$ cat config.mk
export PLATFORM = sky130hd
export DESIGN_NAME = drum_arbiter
export DESIGN_NICKNAME = d
export VERILOG_FILES = /design/src/rtl/drum_arbiter.sv
export SDC_FILE = /design/constraint.sdc
export NUM_CORES = 1
export LEC_CHECK = 0
export BUFFER_PORTS_ARGS = -buffer_cell sky130_fd_sc_hd__buf_2
export CELL_PAD_IN_SITES_DETAIL_PLACEMENT = 0
export CELL_PAD_IN_SITES_GLOBAL_PLACEMENT = 2
export CORE_MARGIN = 3
export CORE_UTILIZATION = 29
export CTS_BUF_LIST = sky130_fd_sc_hd__clkbuf_16
export DETAILED_ROUTE_END_ITERATION = 8
export PLACE_DENSITY_LB_ADDON = 0.1
export SLEW_MARGIN = 40
export SYNTH_ARGS = -nofsm -noshare
export SYNTH_HDL_FRONTEND = slang
export SYNTH_HIERARCHICAL = 1
export SYNTH_SLANG_ARGS = --single-unit
$ cat constraint.sdc
create_clock -name clk -period 3.2 [get_ports clk]
set_clock_uncertainty 0.05 [all_clocks]
set_input_delay 0.16 -clock clk [delete_from_list [all_inputs] [get_ports clk]]
set_output_delay 0.16 -clock clk [all_outputs]
set_load 0.005 [all_outputs]
$ cat src/rtl/drum_arbiter.sv
// Round-robin arbiter sharing one DRUM approximate signed multiplier across NREQ requesters.
// Optional feature: define DRUM_ARB_OPCOUNT_EN to build the 16-bit accepted-operation counter.

module drum #(
    parameter int K = 6,
    parameter int N = 4,
    parameter int M = 4
) (
    input  logic [N-1:0]   a,
    input  logic [M-1:0]   b,
    output logic [N+M-1:0] r
);
    logic [N-1:0]   mag_a;
    logic [N-1:0]   trunc_a;
    logic [M-1:0]   mag_b;
    logic [M-1:0]   trunc_b;
    int             sh_a;
    int             sh_b;
    logic [N+M-1:0] prod;

    // Keep the K bits from the leading one down and force the kept LSB to 1 (unbiased truncation).
    // NOTE: every always_comb output gets a default first so no path can infer a latch.
    always_comb begin
        mag_a = a[N-1] ? ~a : a;
        sh_a  = 0;
        for (int i = K; i < N; i++) begin
            if (mag_a[i]) sh_a = i - K + 1;
        end
        trunc_a = (sh_a > 0) ? ((mag_a >> sh_a) | N'(1)) : mag_a;
    end

    always_comb begin
        mag_b = b[M-1] ? ~b : b;
        sh_b  = 0;
        for (int i = K; i < M; i++) begin
            if (mag_b[i]) sh_b = i - K + 1;
        end
        trunc_b = (sh_b > 0) ? ((mag_b >> sh_b) | M'(1)) : mag_b;
    end

    always_comb begin
        prod = ((N+M)'(trunc_a) * (N+M)'(trunc_b)) << (sh_a + sh_b);
        r    = (a[N-1] ^ b[M-1]) ? ~prod : prod;
    end
endmodule

module drum_arbiter #(
    parameter int NREQ = 4,
    parameter int K    = 6,
    parameter int N    = 4,
    parameter int M    = 4,
    localparam int ID_W = $clog2(NREQ)
) (
    input  logic                clk,
    input  logic                rst,
    input  logic [NREQ-1:0]     req_valid,
    output logic [NREQ-1:0]     req_ready,
    input  logic [NREQ*N-1:0]   req_a,
    input  logic [NREQ*M-1:0]   req_b,
    output logic                rsp_valid,
    input  logic                rsp_ready,
    output logic [ID_W-1:0]     rsp_id,
    output logic [N+M-1:0]      rsp_r,
    output logic [15:0]         op_count
);
    logic            s1_valid;
    logic [ID_W-1:0] s1_id;
    logic [N-1:0]    s1_a;
    logic [M-1:0]    s1_b;
    logic            s2_valid;
    logic [ID_W-1:0] s2_id;
    logic [N+M-1:0]  s2_r;
    logic [ID_W-1:0] last;
    logic [ID_W-1:0] winner;
    logic            found;
    logic            s1_adv;
    logic            s2_adv;
    logic            grant;
    logic [N+M-1:0]  drum_r;

    assign s2_adv = !s2_valid || rsp_ready;
    assign s1_adv = !s1_valid || s2_adv;

    always_comb begin : arbitrate
        int idx;
        found  = 1'b0;
        winner = '0;
        idx    = 0;
        for (int i = 1; i <= NREQ; i++) begin
            idx = (int'(last) + i) % NREQ;
            if (!found && req_valid[ID_W'(idx)]) begin
                found  = 1'b1;
                winner = ID_W'(idx);
            end
        end
    end

    // Ready is held low while reset is asserted so no handshake is visible during reset.
    assign grant     = !rst && s1_adv && found;
    assign req_ready = grant ? (NREQ'(1) << winner) : '0;

    drum #(.K(K), .N(N), .M(M)) u_drum (
        .a (s1_a),
        .b (s1_b),
        .r (drum_r)
    );

    // NOTE: sequential state uses non-blocking assignments so every flop samples pre-edge values.
    always_ff @(posedge clk or posedge rst) begin
        if (rst) begin
            s1_valid <= 1'b0;
            s1_id    <= '0;
            s1_a     <= '0;
            s1_b     <= '0;
            last     <= ID_W'(NREQ - 1);
        end else if (s1_adv) begin
            s1_valid <= grant;
            if (grant) begin
                s1_id <= winner;
                s1_a  <= req_a[winner*N +: N];
                s1_b  <= req_b[winner*M +: M];
                last  <= winner;
            end
        end
    end

    // Payload only moves with a valid product so rsp_id/rsp_r never change on a bubble.
    always_ff @(posedge clk or posedge rst) begin
        if (rst) begin
            s2_valid <= 1'b0;
            s2_id    <= '0;
            s2_r     <= '0;
        end else if (s2_adv) begin
            s2_valid <= s1_valid;
            if (s1_valid) begin
                s2_id <= s1_id;
                s2_r  <= drum_r;
            end
        end
    end

    assign rsp_valid = s2_valid;
    assign rsp_id    = s2_id;
    assign rsp_r     = s2_r;

`ifdef DRUM_ARB_OPCOUNT_EN
    logic [15:0] count_q;

    always_ff @(posedge clk or posedge rst) begin
        if (rst) count_q <= '0;
        else if (grant) count_q <= count_q + 16'd1;
    end

    assign op_count = count_q;
`else
    assign op_count = 16'd0;
`endif
endmodule

## After elaboration in Yosys (flattened, before gate mapping)

Cells that the tools add are included.

- Bits in registers: 24
- Latch bits: 0
- RAM bits: 0
- ROM bits: 0
- Input bits: 39
- Output and inout port bits: 31
- Word-level logic and storage cells: 63
- Memories: 0

- Add/sub/neg operators: 4
- $mul: 1
- Div/mod/pow operators: 0
- $lt $le $gt $ge: 4
- Eq/ne operators: 0
- Shift-type cells: 3
- Multiplexer cells: 24
- Bitwise logic cells: 4
- Reduce and logical (&&, ||, !) cells: 15

Operators with widths:

| kind | number |
|---|---|
| indexed part select 16 x 5 -> 4 bit | 2 |
| less-than comparator 2 x 4 -> 1 bit, second input constant | 4 |
| two-way mux 1 bit | 12 |
| two-way mux 4 bit | 3 |
| binary-select mux 1 bit (select 2 bit) | 4 |
| multiplier 4 x 4 -> 8 bit | 1 |
| two-way mux 2 bit | 4 |
| two-way mux 8 bit | 1 |
| NOT 4 bit | 2 |
| NOT 8 bit | 1 |
| zero test 1 bit | 6 |
| logical AND 1 bit | 5 |
| adder 2 x 1 -> 2 bit, second input constant | 2 |
| adder 2 bit, second input constant | 2 |
| AND reduction 2 bit | 2 |
| left shift 1 x 2 -> 4 bit, first input constant | 1 |
| logical OR 1 bit | 2 |
| bitwise XOR 1 bit | 1 |

## Depth between registers and ports, before layout

Gate-level depths: netlist (run 1).

- Depth in word-level cells: 16
- Gate-level depth with buffers: 11
- Depth with buffers taken out: 10

## Hierarchy

The synthesis (run 1) kept the hierarchy.

Modules (own cells, without submodules):

| module | instances | cells an instance | area an instance (um^2) | sequential area each (um^2) |
|---|---|---|---|---|
| drum_arbiter | 1 | 134 | 1446.4 | 603.1 |
| drum | 1 | 43 | 399.1 | 0.0 |

## Least setup slack after synthesis (run 1)

No wires, ideal clock.

- Kind: register -> register
- Start: reg s1_b[3]
- End: reg s2_r[6] (netlist: rsp_r[6])
- Library setup time: 0.125 ns
- Data arrival time: 2.510 ns
- Data required time: 3.025 ns
- Setup slack: 0.515 ns
- Cell stages (with the launch flop): 12
- Path buffers: 1
- Clock period less this slack: 2.685 ns
- Cells stage by stage: dfrtp_1 clkbuf_8 xnor2_1 nor2_1 ha_1 ha_1 ha_1 fa_1 a21o_1 nand2_1 xnor2_1 mux2_2

- Word-level cells in the longest chain between the ends: 5
- Elaborated cells on any way between the ends: 6
- Those cells by class: mul (1); mux (2); bitwise (3)

Ends and longest elaborated chain:

| item | line | RTL |
|---|---|---|
| start, declared | 69 | `logic [M-1:0] s1_b;` |
| start signal, assigned | 121 | `s1_b <= req_b[winner*M +: M];` |
| NOT 4 bit | 33 | `mag_b = b[M-1] ? ~b : b;` |
| two-way mux 4 bit | 33 |  |
| multiplier 4 x 4 -> 8 bit | 42 | `prod = ((N+M)'(trunc_a) * (N+M)'(trunc_b)) << (sh_a + sh_b);` |
| NOT 8 bit | 43 | `r = (a[N-1] ^ b[M-1]) ? ~prod : prod;` |
| two-way mux 8 bit * | 43 |  |
| via drum_r[6] | 79 | `logic [N+M-1:0] drum_r;` |
| end signal, assigned | 137 | `s2_r <= drum_r;` |
| end, declared | 72 | `logic [N+M-1:0] s2_r;` |

The timed path passes the listed nets; every way through them passes the cells marked *.
A chain may end at the register's enable or synchronous reset.

## Worst setup path in the final report (run 1)

Ends and elaborated chain as after synthesis.

==> results.sh, run 1 <==
export IMPL_hp_class="in -> reg"
export IMPL_post_cts_resized=0
export IMPL_portBuffers=53
export IMPL_cts_root_buf="clkbuf_16"
export IMPL_antenna_left=0
export IMPL_routed_wl_mm=4.20
export IMPL_rsz0062_at_grt="false"
export IMPL_setup_worst_path_start_class="register"
export IMPL_detail_route_wl_per_cell_um=14.0
export IMPL_async_flop_share=1.00
export IMPL_fp_coreArea_sq_um=6030
export IMPL_crit_required_ps=3300
export IMPL_worstMarginPinSlew_ps=744
export IMPL_cts_buffers=3
export IMPL_cpMaxStageDelayCell="dfrtp_1"
export IMPL_first_iter_violations=42
export IMPL_clockPowerShare=0.187
export IMPL_dp_hpwl_mm=3.38
export IMPL_fp_row_count=28
export IMPL_drive_above_1_share=0.372
export IMPL_path_clk_slew_ps=60
export IMPL_synth_warnings=6
export IMPL_die_area_sq_um=7360
export IMPL_dp_cells=296
export IMPL_synth_compound_area_frac=0.184
export IMPL_synthSimpleGateAreaFrac=0.0814
export IMPL_synth_fa_ha_area_frac=0.0719
export IMPL_path_max_fanout=7
export IMPL_ir_worst_vdd_mv=0.408
export IMPL_power_frac_seq=0.278
export IMPL_cts_sinks=24
export IMPL_setup_viol=0
export IMPL_maxSlewViolCount=0
export IMPL_ioPinCount=70
export IMPL_die_y_um=85.8
export IMPL_area_growth_syn_to_layout_pct=18.7
export IMPL_chipWidth_um=85.8
export IMPL_min_period_ps=2960
export IMPL_drv_cap=0
export IMPL_grt_busiest_layer="met2"
export IMPL_setup_tns_ps=0
export IMPL_met2_usage=0.200
export IMPL_finalNonFillerCells=301
export IMPL_initial_core_util=0.306
export IMPL_grt_pass1_wl_mm=7.04
export IMPL_synth_area_per_cell_sq_um=10.4
export IMPL_grt_pass1_vias=1526
export IMPL_crit_type="reg -> reg"
export IMPL_clock_latency_ps=260
export IMPL_worstSetupStartpoint="s1_b[3]"
export IMPL_worst_path_buf_inv=0
export IMPL_cp_arrival_ps=3060
export IMPL_power_leakage_nw=1.07
export IMPL_grt_max_degree=25
export IMPL_synth_distinct_cells=36
export IMPL_synthMuxAreaShare=0.126
export IMPL_grtUsageTotal=0.118
export IMPL_post_cts_buffers=0
export IMPL_finalCritPeriodShare=0.924
export IMPL_slew_headroom=0.501
export IMPL_synth_edff_count=0
export IMPL_p_switching_w=0.000699
export IMPL_cp_top_family="adder cells"
export IMPL_drt_pass1_iter_count=4
export IMPL_critPathMaxStageDelay_ps=510
export IMPL_sw_frac_of_total=0.366
export IMPL_fin_ws_ps=243
export IMPL_vias=1395
export IMPL_htree_levels=1
export IMPL_syn_area_sq_um=1850
export IMPL_synth_flop_cell="dfrtp_1"
export IMPL_r2r_start="s1_b[3]"
export IMPL_use_met3=0.0125
export IMPL_comb_power_share=0.535
export IMPL_post_place_ws_ps=273
export IMPL_grt_met1_usage=0.151
export IMPL_synth_top_family_by_area="compound AO/OA/AOI/OAI gates"
export IMPL_p_int_w=0.00121
export IMPL_finalHoldViolations=0
export IMPL_crit_chain="xnor2_1 > nor2_1 > ha_1 > ha_1 > ha_1 > fa_1 > a21o_1 > nand2_1 > xnor2_1 > mux2_2"
export IMPL_synth_xor_area_share=0.0854
export IMPL_nets=276
export IMPL_max_clock_path_buffers=2
export IMPL_fmax_mhz=338
export IMPL_antenna_found_initial=0
export IMPL_min_delay_start="rsp_ready"
export IMPL_place_gp_congestion=0.840
export IMPL_cts_tree="built"
export IMPL_viasPerCell=4.63
export IMPL_cts_hold_buffers=1
export IMPL_grt_overflow_total=0
export IMPL_ff2ff_setup_slack_ps=240
export IMPL_yosysSeqAreaShare=0.327
export IMPL_cp_end_kind="register"
export IMPL_antenna_diode_count=0
export IMPL_drcViolationCount=0
export IMPL_n_fill_cell=623
export IMPL_crit_top_cell="ha_1"
export IMPL_status="complete, no violations"
export IMPL_p_total_w=0.00191
export IMPL_syn_inst=177
export IMPL_cellPowerDensity_nw_per_um2=871
export IMPL_synth_seq_cells=24
[layout by cell type, fill, tap and decap left out]
| cell | Yosys | routed |
|---|---|---|
| xor2_1 | 3 | 3 |
| dlygate4sd3_1 | 0 | 1 |
| a211o_1 | 8 | 8 |
| nand2b_1 | 3 | 3 |
| dfrtp_1 | 22 | 22 |
| nor2_1 | 18 | 18 |
| or2_2 | 1 | 1 |
| nor2b_1 | 4 | 4 |
| mux2_2 | 10 | 10 |
| ha_1 | 9 | 9 |
| nand3_1 | 1 | 1 |
| a21oi_1 | 5 | 5 |
| a221oi_4 | 1 | 1 |
| o21ai_2 | 1 | 1 |
| a21o_1 | 4 | 4 |
| o21ai_0 | 3 | 3 |
| buf_2 | 2 | 53 |
| xor2_4 | 1 | 1 |
| o21ai_1 | 2 | 2 |
| dfstp_2 | 2 | 2 |
| and3_4 | 1 | 1 |
| xor2_2 | 1 | 1 |
| nor3_1 | 1 | 1 |
| inv_1 | 11 | 10 |
| bufinv_16 | 0 | 1 |
| a31oi_1 | 8 | 8 |
| o221a_1 | 8 | 8 |
| conb_1 | 1 | 16 |
| clkbuf_16 | 0 | 3 |
| inv_2 | 0 | 1 |
| o22ai_1 | 1 | 1 |
| xnor2_1 | 10 | 10 |
| mux2_4 | 8 | 8 |
| a211oi_1 | 1 | 1 |
| fa_1 | 1 | 1 |
| nand2_1 | 3 | 3 |
[worst min-delay path, cell delays in order]
cell     delay [ps]
buf_2            80
nor2b_1          80
a21o_1          180
[layer usage]
metal,routed length (um),share of wire
met1,1920,0.46
met2,2000,0.48
met3,207,0.049
met4,78,0.019
met5,0,0
[power by group through the flow]
stage / clock network (W) / registers, W / logic, W
after floorplan: 0 / 0.000501 / 0.000844
after global placement: 0 / 0.000533 / 0.000997
final: 0.000358 / 0.000530 / 0.00102
after detailed placement: 0 / 0.000538 / 0.00104
after global routing: 0.000379 / 0.000549 / 0.00114
after CTS: 0.000371 / 0.000534 / 0.00105
[registers in the layout (all words and copies together) (netlist names)]
register and flops:
last 2, rsp_valid 1, s1_a 4, rsp_id 2, s1_id 2, s1_b 4, rsp_r 8, s1_valid 1
[logic make-up after synthesis]
kind of cell,count (synthesis)
mux,18
other cells,1
xor+xnor,15
fa+ha+maj,10
compound gates,42
buf+inv,35
simple gates,32
flops,24
[layout make-up]
class / count / area (sq um) / area share
inverter: 11 / 41.3 / 0.0188
tap: 75 / 93.8 / 0.0428
sequential: 24 / 603 / 0.275
multi-input combinational: 133 / 1070 / 0.489
clock buffer: 3 / 75.1 / 0.0343
timing repair buffer: 54 / 275 / 0.126
clock inverter: 1 / 30.0 / 0.0137
[per-stage QoR]
step                hold slack (ps)   util  cell area (sq um)
CTS                             222  0.364               2190
floorplan                       123      -               1900
global route                    243  0.364               2190
finish                          221  0.364               2190
global placement                386  0.344               2080
detailed placement              217  0.344               2080
[path summary, 6_finish.rpt]
| path | endpoint | depth (start not counted) |
|---|---|---|
| setup / recovery | rsp_r[6] | 10 |
| hold / removal | s1_valid | 3 |
| setup reg to reg | rsp_r[6] | 10 |
| hold reg to reg | rsp_id[1] | 2 |
| max in group asynchronous | last[0] | 3 |
| min in group asynchronous | rsp_valid | 3 |
[cell usage after synthesis, types with 2 or more instances]
| master | n | share of area |
|---|---|---|
| dfrtp_1 | 22 | 0.30 |
| nor2_1 | 18 | 0.037 |
| buf_4 | 16 | 0.065 |
| inv_1 | 11 | 0.022 |
| mux2_2 | 10 | 0.061 |
| xnor2_1 | 10 | 0.047 |
| ha_1 | 9 | 0.061 |
| a211o_1 | 8 | 0.038 |
| a31oi_1 | 8 | 0.027 |
| mux2_4 | 8 | 0.065 |
| o221a_1 | 8 | 0.049 |
| a21oi_1 | 5 | 0.014 |
| a21o_1 | 4 | 0.016 |
| nor2b_1 | 4 | 0.014 |
| buf_6 | 3 | 0.018 |
| nand2_1 | 3 | 0.0061 |
| nand2b_1 | 3 | 0.010 |
| o21ai_0 | 3 | 0.0081 |
| xor2_1 | 3 | 0.014 |
| buf_2 | 2 | 0.0054 |
| clkbuf_1 | 2 | 0.0041 |
| dfstp_2 | 2 | 0.028 |
| o21ai_1 | 2 | 0.0054 |
No activity file was read; power rests on OpenSTA's default activity.
==> run 2: changes to the inputs <==
- SETUP_SLACK_MARGIN: default -> 0.5
==> run 2 against run 1 <==
Compared with the run above:
- fmax rose by 14%
- total power up 10%
- clock power about the same
- global-route usage is 0.29 points higher
- largest cell class unchanged
==> results.sh, run 2 (synthesis results as in run 1) <==
export IMPL_drcViolationCount=0
export IMPL_cts_sinks=24
export IMPL_r2r_start="s1_a[3]"
export IMPL_drt_pass1_iter_count=4
export IMPL_holdPathEnd="s1_valid"
export IMPL_rsz0062_at_grt="true"
export IMPL_setup_viol=0
export IMPL_viasPerCell=4.69
export IMPL_min_period_ps=2590
export IMPL_cp_end_kind="register"
export IMPL_initial_core_util=0.306
export IMPL_fp_coreArea_sq_um=6030
export IMPL_die_area_sq_um=7360
export IMPL_power_leakage_nw=1.12
export IMPL_grtUsageTotal=0.121
export IMPL_final_common_cell="buf_2"
export IMPL_comb_power_share=0.578
export IMPL_crit_chain="xnor2_2 > buf_4 > nor2_1 > ha_1 > ha_4 > ha_1 > a21o_1 > a21oi_1 > xnor2_1 > mux2_2"
export IMPL_path_clk_slew_ps=60
export IMPL_first_iter_violations=50
export IMPL_layout_common_cells="53 x buf_2, 19 x dfrtp_1, 16 x nor2_1, 16 x conb_1"
export IMPL_max_clock_path_buffers=2
export IMPL_critPathMaxStageDelay_ps=470
export IMPL_dp_hpwl_mm=3.38
export IMPL_die_y_um=85.8
export IMPL_slew_headroom=0.487
export IMPL_drv_cap=0
export IMPL_cp_top_family="adder cells"
export IMPL_vias=1435
export IMPL_largest_reg_flops=8
export IMPL_cellPowerDensity_nw_per_um2=914
export IMPL_path_max_fanout=5
export IMPL_grt_pass1_wl_mm=7.20
export IMPL_dp_cells=296
export IMPL_clockPowerShare=0.170
export IMPL_cpMaxStageDelayCell="dfrtp_2"
export IMPL_crit_type="reg -> reg"
export IMPL_grt_overflow_total=0
export IMPL_ioPinCount=70
export IMPL_detail_route_wl_per_cell_um=14.3
export IMPL_antenna_left=0
export IMPL_setup_tns_ps=0
export IMPL_drive_above_1_share=0.450
export IMPL_chipWidth_um=85.8
export IMPL_worst_path_buf_inv=1
export IMPL_p_int_w=0.00134
export IMPL_antenna_diode_count=0
export IMPL_maxSlewViolCount=0
export IMPL_htree_levels=1
export IMPL_clock_latency_ps=260
export IMPL_ir_worst_vdd_mv=0.410
export IMPL_sw_frac_of_total=0.365
export IMPL_nets=281
export IMPL_fmax_mhz=386
export IMPL_power_frac_seq=0.251
export IMPL_finalCritPeriodShare=0.811
export IMPL_p_switching_w=0.000770
export IMPL_area_growth_syn_to_layout_pct=25.0
export IMPL_hp_class="in -> reg"
export IMPL_finalHoldViolations=0
export IMPL_portBuffers=53
export IMPL_grt_pass1_vias=1552
export IMPL_ff2ff_setup_slack_ps=610
export IMPL_fp_row_count=28
export IMPL_routed_wl_mm=4.37
export IMPL_cts_root_buf="clkbuf_16"
export IMPL_cp_arrival_ps=2700
export IMPL_antenna_found_initial=0
export IMPL_dpl_cell_area_sq_um=2080
export IMPL_place_gp_congestion=0.840
export IMPL_postLayoutCellArea_sq_um=2310
export IMPL_status="complete, no violations"
export IMPL_min_delay_start="rsp_ready"
export IMPL_setup_worst_path_start_class="register"
export IMPL_finalNonFillerCells=306
export IMPL_worstMarginPinSlew_ps=764
export IMPL_reg2reg_depth=10
export IMPL_n_fill_cell=612
export IMPL_cts_buffers=3
export IMPL_crit_required_ps=3300
export IMPL_crit_top_cell="ha_1"
export IMPL_p_total_w=0.00211
export IMPL_grt_max_degree=25
export IMPL_hold_slack_ps=220
export IMPL_worstReg2RegEnd="rsp_r[5]"
export IMPL_holdPathStages=3
export IMPL_cts_tree="built"
==> run 2: how the worst max path moves through the flow <==
stage / cells past startpoint / end / start / slack [ps]
2_1_floorplan: 11 / rsp_r[6] / s1_b[3] / 520
3_3_place_gp: 10 / rsp_r[6] / s1_a[3] / 390
3_5_place_dp: 10 / rsp_r[6] / s1_b[3] / 270
4_1_cts: 9 / rsp_r[5] / s1_a[3] / 530
5_1_grt: 5 / req_ready[0] / rsp_valid / 500
6_report: 10 / rsp_r[5] / s1_a[3] / 610
==> run 2: area by class of cell <==
class | count | area, sq um | share of cell area
Tap cell | 75 | 93.8 | 0.0407
Inverter | 11 | 41.3 | 0.0179
Timing Repair Buffer | 59 | 313 | 0.136
Multi-Input combinational cell | 133 | 1150 | 0.497
Clock buffer | 3 | 75.1 | 0.0325
Sequential cell | 24 | 607 | 0.263
Clock inverter | 1 | 30.0 | 0.0130
==> run 2: repair_timing <==
action	CTS	global route
pin swaps	2	3
resized for setup	7	8
endpoints found under the hold margin	22	0
hold buffers	1	0
setup buffers	5	0
setup endpoints to repair	4	5
==> run 2: power by group through the flow <==
| stage | combinational (W) | clock (W) | sequential, W |
|---|---|---|---|
| 5_1_grt | 0.00134 | 0.000379 | 0.000548 |
| 3_5_place_dp | 0.00104 | 0 | 0.000538 |
| 6_report | 0.00122 | 0.000359 | 0.000530 |
| 3_3_place_gp | 0.000997 | 0 | 0.000533 |
| 2_1_floorplan | 0.000844 | 0 | 0.000501 |
| 4_1_cts | 0.00114 | 0.000371 | 0.000529 |
==> run 2: per-stage QoR <==
| stage | util | setup slack, ps |
|---|---|---|
| floorplan | - | 515 |
| global placement | 0.344 | 394 |
| detailed placement | 0.344 | 273 |
| CTS | 0.376 | 530 |
| global route | 0.383 | 496 |
| finish | 0.383 | 606 |
==> run 2: worst register-to-register path: cells and delay by family, from the launching register on <==
kind / cells / cell delay, ps
adders and majority gates: 3 / 870
DFF: 1 / 470
AOI/OAI and AO/OA: 2 / 360
xor gates and xnor gates: 2 / 290
muxes: 1 / 250
buffers and inverters: 1 / 150
and+or+nand+nor: 1 / 40
==> run 2: routing by layer <==
layer / share of wire / wire length, um / up-vias / global-route usage
met3: 0.051 / 224 / 5 / 0.0125
li1: - / - / 701 / -
met2: 0.48 / 2120 / 62 / 0.209
met5: 0 / 0 / - / 0
met1: 0.45 / 1950 / 667 / 0.152
met4: 0.018 / 78 / 0 / 0.0518
==> run 3: changes to the inputs <==
- ABC_AREA: default -> 1
- CORE_UTILIZATION: 29 -> 28
- clock period: 3.2 -> 2.4 ns (I/O delays scaled with it)
==> run 3 against run 2 <==
Compared with the run above:
- the run now ends with setup timing left
- worst setup slack got worse by 670 ps
- core utilization up 6.5 points
- critical path depth fell by 1
- largest cell class unchanged
==> results.sh, run 3 <==
export IMPL_status="finished, violations left"
export IMPL_violations="setup timing"
export IMPL_max_clock_path_buffers=2
export IMPL_syn_area_sq_um=2170
export IMPL_cp_arrival_ps=2550
export IMPL_yosysMostFrequentCell="nand2_1"
export IMPL_nets=428
export IMPL_path_clk_slew_ps=60
export IMPL_finalHoldViolations=0
export IMPL_grt_max_degree=25
export IMPL_clock_latency_ps=260
export IMPL_finalCritPeriodShare=1.02
export IMPL_hold_slack_ps=94.5
export IMPL_finalNonFillerCells=477
export IMPL_ioPinCount=70
export IMPL_synth_top_cells_by_area="dfrtp_1 25%, nand2_1 21%, buf_4 5.5%, ha_1 5.2%, nand4_1 4.6%"
export IMPL_antenna_diode_count=0
export IMPL_grt_overflow_total=0
export IMPL_die_area_sq_um=8860
export IMPL_path_max_fanout=4
export IMPL_crit_type="reg -> reg"
export IMPL_cts_sinks=24
export IMPL_multi_input_area_sq_um=1800
export IMPL_drcViolationCount=0
export IMPL_die_y_um=94.1
export IMPL_hp_class="in -> reg"
export IMPL_grt_pass1_vias=1971
export IMPL_portBuffers=53
export IMPL_fmax_mhz=407
export IMPL_cts_buffers=3
export IMPL_fp_row_count=31
export IMPL_synth_warnings=6
export IMPL_worstSetupStartpoint="s1_a[3]"
export IMPL_antenna_left=0
export IMPL_synth_flop_cell="dfrtp_1"
export IMPL_cts_tree="built"
export IMPL_dp_hpwl_mm=4.12
export IMPL_async_flop_share=1.00
export IMPL_postLayoutCellArea_sq_um=3320
export IMPL_largest_reg_flops=8
export IMPL_holdPathStages=4
export IMPL_setup_worst_path_start_class="register"
export IMPL_place_gp_congestion=0.806
export IMPL_fin_util=0.448
export IMPL_routed_wl_mm=5.29
export IMPL_regArea_sq_um=606
export IMPL_rsz0062_at_grt="true"
export IMPL_n_fill_cell=743
export IMPL_vias=2055
export IMPL_htree_levels=1
export IMPL_r2r_start="s1_a[3]"
export IMPL_setup_viol=3
export IMPL_drv_cap=0
export IMPL_antenna_found_initial=0
export IMPL_cts_root_buf="clkbuf_16"
export IMPL_drt_pass1_iter_count=4
export IMPL_syn_inst=299
export IMPL_synth_distinct_cells=31
export IMPL_area_growth_syn_to_layout_pct=52.6
export IMPL_detail_route_wl_per_cell_um=11.1
export IMPL_maxSlewViolCount=0
export IMPL_drive_above_1_share=0.534
export IMPL_yosys_top_cells_count="122 x nand2_1, 22 x dfrtp_1, 17 x inv_1"
export IMPL_first_iter_violations=49
export IMPL_grt_pass1_wl_mm=8.94
export IMPL_layout_common_cells="86 x nand2_1, 53 x buf_2, 25 x nand2_2"
export IMPL_dp_cells=453
export IMPL_chipWidth_um=94.1
export IMPL_viasPerCell=4.31
export IMPL_crit_required_ps=2490
export IMPL_synth_area_per_cell_sq_um=7.27
export IMPL_reg2reg_depth=9
export IMPL_initial_core_util=0.294
export IMPL_cp_end_kind="register"
export IMPL_dpl_cell_area_sq_um=2650
export IMPL_fp_coreArea_sq_um=7410
export IMPL_min_period_ps=2460
export IMPL_synth_top_cell_by_area="dfrtp_1"
export IMPL_yosysSeqAreaShare=0.277
export IMPL_min_delay_start="rsp_ready"
export IMPL_synth_edff_count=0
export IMPL_grtUsageTotal=0.123
export IMPL_final_common_cell="nand2_1"
export IMPL_fin_ws_ps=-59.8
export IMPL_yosysTopAreaCellShare=0.253
export IMPL_synth_seq_cells=24
-- run 3: changes by cell type in the layout (fill, tap and decap cells not counted), moves of 7 or more --
cell,delta
nand2_1,+84
nand2_2,+24
nand2_4,+23
buf_4,+16
nand4_1,+16
buf_6,+9
nor2_1,-9
a211o_1,-8
a31oi_1,-8
o221a_1,-8
nand3_2,+7
nor2_4,+7
-- run 3: worst max-delay path, cell delays in order, from the launching register on --
cell	delay [ps]
dfrtp_2	480
xnor2_4	150
nor2_1	70
ha_1	330
ha_4	230
ha_4	160
fa_2	340
xnor2_1	140
xor2_1	140
mux2_2	260
-- run 3: per-stage QoR --
step / setup WS [ps] / setup TNS (ps)
floorplan: -97.4 / -244
global placement: -132 / -342
detailed placement: -151 / -412
CTS: -91.0 / -213
global route: -183 / -463
finish: -59.8 / -123
-- run 3: what timing repair did --
item | CTS | global route
pin swaps | 19 | 25
buffers inserted | 15 | 4
endpoints found under the hold margin | 22 | 0
resized for setup | 54 | 62
hold buffers | 1 | 0
setup endpoints to repair | 21 | 21
-- run 3: final cells by class --
type,count,share of cell area
timing repair buffer,87,0.178
multi-input combinational,239,0.543
tap,99,0.0373
clock buffer,3,0.0226
inverter,24,0.0362
sequential,24,0.182
clock inverter,1,0.00113
-- run 3: metal layers --
layer	track usage	vias to the layer above	share of wire
met4	0.0253	0	0.0087
met2	0.204	58	0.47
met3	0.0200	4	0.060
met1	0.167	918	0.46
li1	-	1075	-
met5	0	-	0
-- run 3: worst paths after layout --
| check | to | slack [ps] |
|---|---|---|
| max | rsp_r[4] | -60 |
| min | rsp_valid | 90 |
| max reg2reg | rsp_r[4] | -60 |
| min reg2reg | rsp_valid | 430 |
| max in group asynchronous | last[0] | 1500 |
| min in group asynchronous | rsp_r[2] | 520 |
-- run 3: kinds of logic (layout without fill, tap and decap cells) --
kind of cell	after synthesis	in the layout	share of synthesized area
XOR/XNOR	12	12	0.0552
AO/OA/AOI/OAI	8	8	0.0184
AND/OR/NAND/NOR	185	185	0.407
adder cells (fa/ha/maj)	10	10	0.0610
multiplexers	8	8	0.0414
buffers and inverters	51	115	0.138
other	1	16	0.00172
flip-flops	24	24	0.277
Power of run 3 is not shown: default switching activity piles up to over one toggle a cycle in this logic, so the estimate is an artifact.
